`config.mk`:
```
export PLATFORM = sky130hd
export DESIGN_NAME = eight_bit_divider
export DESIGN_NICKNAME = d
export VERILOG_FILES = /design/src/rtl/div_pkg.sv /design/src/rtl/eight_bit_divider_ripple_adder.sv /design/src/rtl/eight_bit_divider.sv
export SDC_FILE = /design/constraint.sdc
export NUM_CORES = 1
export LEC_CHECK = 0
export BUFFER_PORTS_ARGS = -buffer_cell sky130_fd_sc_hd__buf_2
export CAP_MARGIN = 5
export CORE_ASPECT_RATIO = 1.1
export CORE_MARGIN = 4
export CORE_UTILIZATION = 50
export CTS_CLUSTER_DIAMETER = 60
export DETAILED_ROUTE_END_ITERATION = 8
export PLACE_DENSITY_LB_ADDON = 0.12
export SLEW_MARGIN = 30
export SYNTH_ARGS = -nofsm -noshare
export SYNTH_HDL_FRONTEND = slang
export SYNTH_SLANG_ARGS = --single-unit
```
`constraint.sdc`:
```
create_clock -name clk -period 4.6 [get_ports clk]
set_input_delay 0.92 -clock clk [delete_from_list [all_inputs] [get_ports clk]]
set_output_delay 0.92 -clock clk [all_outputs]
set_load 0.03 [all_outputs]
```
`src/rtl/div_pkg.sv`:
```
// rtl/div_pkg.sv - shared types and sizing helpers for the sequential divider
package div_pkg;

    typedef enum logic [1:0] {
        IDLE = 2'd0,
        CALC = 2'd1,
        DONE = 2'd2
    } div_state_t;

    localparam int DIV_W = 8;

    // Counter must hold n-1; never narrower than one bit.
    function automatic int div_cnt_w(input int n);
        return (n <= 2) ? 1 : $clog2(n);
    endfunction

endpackage

```
`src/rtl/eight_bit_divider_ripple_adder.sv`:
```
// rtl/eight_bit_divider_ripple_adder.sv - parameterized ripple-carry adder used as the trial subtractor
module eight_bit_divider_ripple_adder #(
    parameter int W = 9
) (
    input  logic [W-1:0] a,
    input  logic [W-1:0] b,
    input  logic         cin,
    output logic [W-1:0] sum,
    output logic         cout
);

    logic carry;

    always_comb begin
        carry = cin;
        sum   = '0;
        for (int i = 0; i < W; i++) begin
            sum[i] = a[i] ^ b[i] ^ carry;
            carry  = (a[i] & b[i]) | (carry & (a[i] ^ b[i]));
        end
        cout = carry;
    end

endmodule

```
`src/rtl/eight_bit_divider.sv`:
```
// rtl/eight_bit_divider.sv - sequential unsigned restoring divider, one quotient bit per clock
// Optional build macro DIV_ZERO_SHORTCUT_EN: zero divisor skips the CALC phase.
module eight_bit_divider
    import div_pkg::*;
#(
    parameter int N = DIV_W
) (
    input  logic         clk,
    input  logic         rst,
    input  logic         start,
    input  logic [N-1:0] Dividend,
    input  logic [N-1:0] Divisor,
    output logic [N-1:0] Quotient,
    output logic [N-1:0] Remainder,
    output logic         busy,
    output logic         done,
    output logic         div_by_zero
);

    localparam int CW = div_cnt_w(N);

    div_state_t    state;
    logic [N:0]    p;
    logic [N-1:0]  q_sh;
    logic [N-1:0]  d;
    logic [CW-1:0] cnt;
    logic          d_zero;

    logic [N:0]    p_shift;
    logic [N:0]    b_inv;
    logic [N:0]    trial;
    logic          no_borrow;
    logic          unused_p_msb;

    // The kept remainder is always below the divisor, so P's top bit never feeds the next shift.
    assign p_shift      = {p[N-1:0], q_sh[N-1]};
    assign b_inv        = ~{1'b0, d};
    assign unused_p_msb = p[N];

    eight_bit_divider_ripple_adder #(
        .W(N + 1)
    ) u_trial_sub (
        .a   (p_shift),
        .b   (b_inv),
        .cin (1'b1),
        .sum (trial),
        .cout(no_borrow)
    );

    always_ff @(posedge clk or posedge rst) begin
        if (rst) begin
            state       <= IDLE;
            p           <= '0;
            q_sh        <= '0;
            d           <= '0;
            cnt         <= '0;
            d_zero      <= 1'b0;
            Quotient    <= '0;
            Remainder   <= '0;
            busy        <= 1'b0;
            done        <= 1'b0;
            div_by_zero <= 1'b0;
        end else begin
            case (state)
                IDLE: begin
                    busy        <= 1'b0;
                    done        <= 1'b0;
                    div_by_zero <= 1'b0;
                    if (start) begin
                        d      <= Divisor;
                        q_sh   <= Dividend;
                        p      <= '0;
                        cnt    <= CW'(N - 1);
                        d_zero <= (Divisor == '0);
`ifdef DIV_ZERO_SHORTCUT_EN
                        state  <= (Divisor == '0) ? DONE : CALC;
`else
                        state  <= CALC;
`endif
                    end
                end
                CALC: begin
                    busy <= 1'b1;
                    p    <= no_borrow ? trial : p_shift;
                    q_sh <= {q_sh[N-2:0], no_borrow};
                    if (cnt == '0) begin
                        state <= DONE;
                    end else begin
                        cnt <= cnt - 1'b1;
                    end
                end
                DONE: begin
                    busy        <= 1'b1;
                    done        <= 1'b1;
                    div_by_zero <= d_zero;
`ifdef DIV_ZERO_SHORTCUT_EN
                    // Skipped CALC leaves the dividend untouched in q_sh.
                    if (d_zero) begin
                        Quotient  <= '1;
                        Remainder <= q_sh;
                    end else begin
                        Quotient  <= q_sh;
                        Remainder <= p[N-1:0];
                    end
`else
                    Quotient  <= q_sh;
                    Remainder <= p[N-1:0];
`endif
                    state <= IDLE;
                end
                default: begin
                    state <= IDLE;
                end
            endcase
        end
    end

endmodule

```
==> summary.txt <==
Post-CTS Hold Buffers = 0
Routed vias = 1,563
Core area = 4680 um2
Total wire length = 4.61 mm
Synth area leaders = dfrtp_1, mux2_2, mux2i_1
Crit path capture type = flip-flop
Die height = 81.4 um
Flops & latches, synth = 49
HP Class = flip-flop to flip-flop
Inserted Clock Buffers = 5
I/O pins = 38
Setup Skew = 6.41 ps
DR DRC count = 0
FP Rows = 26
Synth Cell Area = 2450 um2
Drt wl/cell = 16.1 um
Slew margin rel. = 0.427
Final min period = 4220 ps
Met3 Usage GRT = 0.0404
Most used DFF post-synth = dfrtp_1
H-tree Lvls = 2
Synth unique cells = 34
WP data required = 4790 ps
CP startpoint kind = flip-flop
Yosys top cell by area = dfrtp_1
TritonRoute pass-1 iters = 4
Synth Instances = 196
Initial antenna violation count = 0
Area grow syn2layout = 11.8%
Setup Viol. Count Final = 0
Clock transition at path regs = 80 ps
Synth Area per Inst = 12.5 um2
Period Utilization, post-route = 0.917
# fillers = 409
Reg2reg setup slack = 380 ps
Worst-Skew Late Latency = 300 ps
Share of cells above drive strength 1 = 0.335
Syn nets = 229
Root buffer cell = clkbuf_8
Final instance area = 2740 um2
Global-route wire length before repair = 7.89 mm
Power Density = 705 nW/um2
Hold slack final = 489 ps
Max Cap Viol = 0
Die ar. = 6080 um2
Crit path arrival time = 4410 ps
DP Wirelength = 3.34 mm
Slew @ Worst Pin = 859 ps
Synthesis warning total = 0
Maximum clock path buffer count = 2
Asr flop ratio synth = 1.00
GRT Max-Usage Layer = met2
Vias in the first global route = 1,626
Final core utilization = 0.585
Die span in x = 74.7 um
Total Routing Usage GR = 0.169
DR vias/cell = 5.47
Post-CTS repair timing setup buffer count = 0
Crit path top cell by count = fa_1
Outcome = completed
Grt ovf = 0
Initial core utilization = 0.523
DP Area = 2620 um2
Met1 GRT Util = 0.231
Cts repair resizes = 0
Critical path type = flip-flop to flip-flop
Met2 GRT Util = 0.265
Antenna cells = 0
TritonCTS clock tree = yes
Largest net degree at the start of global routing = 50
Pleak = 1.32 nW
Worst-path cell chain = inv_1, ha_1, inv_1, fa_1, inv_1, fa_1, fa_1, fa_1, fa_1, fa_1, fa_1, nand2b_1, mux2i_1, a32o_1
TNS Setup = 0 ps
Worst path slowest cell = fa_1
Worst vdd ir = 0.000287 V
# clock sinks = 49
Place WS = 397 ps
Initial DRC count = 95
Largest fanout on the critical path = 9
Post-route antenna net violation count = 0
Final Hold Fails = 0
Seq/Total Area, Yosys = 0.501
RSZ-0062 raised after global routing = no
EDFF count, synth = 0
Layout Nets = 262
Final worst slack = 380 ps
Top-area cell type share of the netlist area = 0.501
Number of buffers added on ports = 37
GPL Wtd Cong = 0.785
F_max = 237 MHz
Max-slew violations = 0
Critical path's largest stage delay = 430 ps
## through the flow
| step | cells | power, mW |
|---|---|---|
| after floorplan | 196 | 1.45 |
| after global placement | 278 | 1.57 |
| after detailed placement | 278 | 1.64 |
| after CTS | 286 | 1.95 |
| after global routing | 286 | 2.09 |
| final | 286 | 1.93 |
## cell usage after synthesis, types with 3 or more instances
cell type,n
o21ai_0,11
a32o_1,6
a21oi_1,5
nand2_1,13
mux2_2,25
ha_1,7
dfrtp_1,49
inv_1,18
mux2i_1,15
o21ai_1,3
fa_1,7
buf_4,5
buf_2,3
buf_6,3
## layer usage
| layer | routed length [um] | part of all wire |
|---|---|---|
| met4 | 77 | 0.017 |
| met3 | 197 | 0.043 |
| met2 | 2230 | 0.48 |
| met5 | 0 | 0 |
| met1 | 2110 | 0.46 |
## cell type report
class	count	area, um2	area share
timing repair buffer	37	185	0.0676
clock inverter	1	30.0	0.0110
sequential	49	1230	0.447
tap	56	70.1	0.0256
inverter	18	70.1	0.0256
multi-input combinational	118	1070	0.391
clock buffer	7	86.3	0.0315
## layout by cell type (no fill, tap or decap), types with 2 or more instances in the layout
| cell type | count |
|---|---|
| nand2b_1 | 2 |
| inv_1 | 17 |
| o221a_2 | 2 |
| o21ai_0 | 11 |
| nand3b_1 | 2 |
| mux2_2 | 25 |
| nor2_1 | 2 |
| nand2_1 | 13 |
| a32o_1 | 6 |
| nor4_1 | 2 |
| ha_1 | 6 |
| nor2b_1 | 2 |
| a21oi_1 | 5 |
| mux2i_1 | 15 |
| clkbuf_8 | 6 |
| dfrtp_1 | 49 |
| o21ai_1 | 3 |
| buf_2 | 37 |
| fa_1 | 7 |
## power breakdown
part | leakage, nW | switching, mW | internal [mW]
clock network | 0.0585 | 0.138 | 0.177
logic | 0.643 | 0.521 | 0.384
registers | 0.622 | 0.113 | 0.600
## registers in the layout, summed over array words and instances (netlist names)
name         flops
Quotient         8
busy             1
done             1
p                8
q_sh             8
div_by_zero      1
d_zero           1
Remainder        8
state            2
cnt              3
d                8
## worst paths after layout
| check | cells after the start | start | endpoint |
|---|---|---|---|
| worst max-delay path | 14 | q_sh[7]$_DFFE_PP0P_ | p[6]$_DFFE_PP0P_ |
| worst min-delay path | 1 | done$_DFFE_PP0P_ | done$_DFFE_PP0P_ |
| worst max register to register | 14 | q_sh[7]$_DFFE_PP0P_ | p[6]$_DFFE_PP0P_ |
| worst min register to register | 1 | done$_DFFE_PP0P_ | done$_DFFE_PP0P_ |
| max in group asynchronous | 2 | rst | state[0]$_DFFE_PP0P_ |
| min in group asynchronous | 2 | rst | Remainder[2]$_DFFE_PP0P_ |
## logic make-up after synthesis
kind of cell,Yosys count,synth area share
flip-flops,49,0.501
multiplexers,41,0.185
AO/OA/AOI/OAI,34,0.0965
buffers and inverters,29,0.0628
AND/OR/NAND/NOR,29,0.0618
adder cells (fa/ha/maj),14,0.0929
## critical path: cells and delay by family, from the launching register on
family	cells	cell delay, ps
adders and majority gates	8	2710
AOI/OAI and AO/OA	1	290
muxes	1	170
buffers and inverters	3	170
DFF	1	370
and+or+nand+nor	1	390
Note: power is estimated with default switching activity, not from simulation.
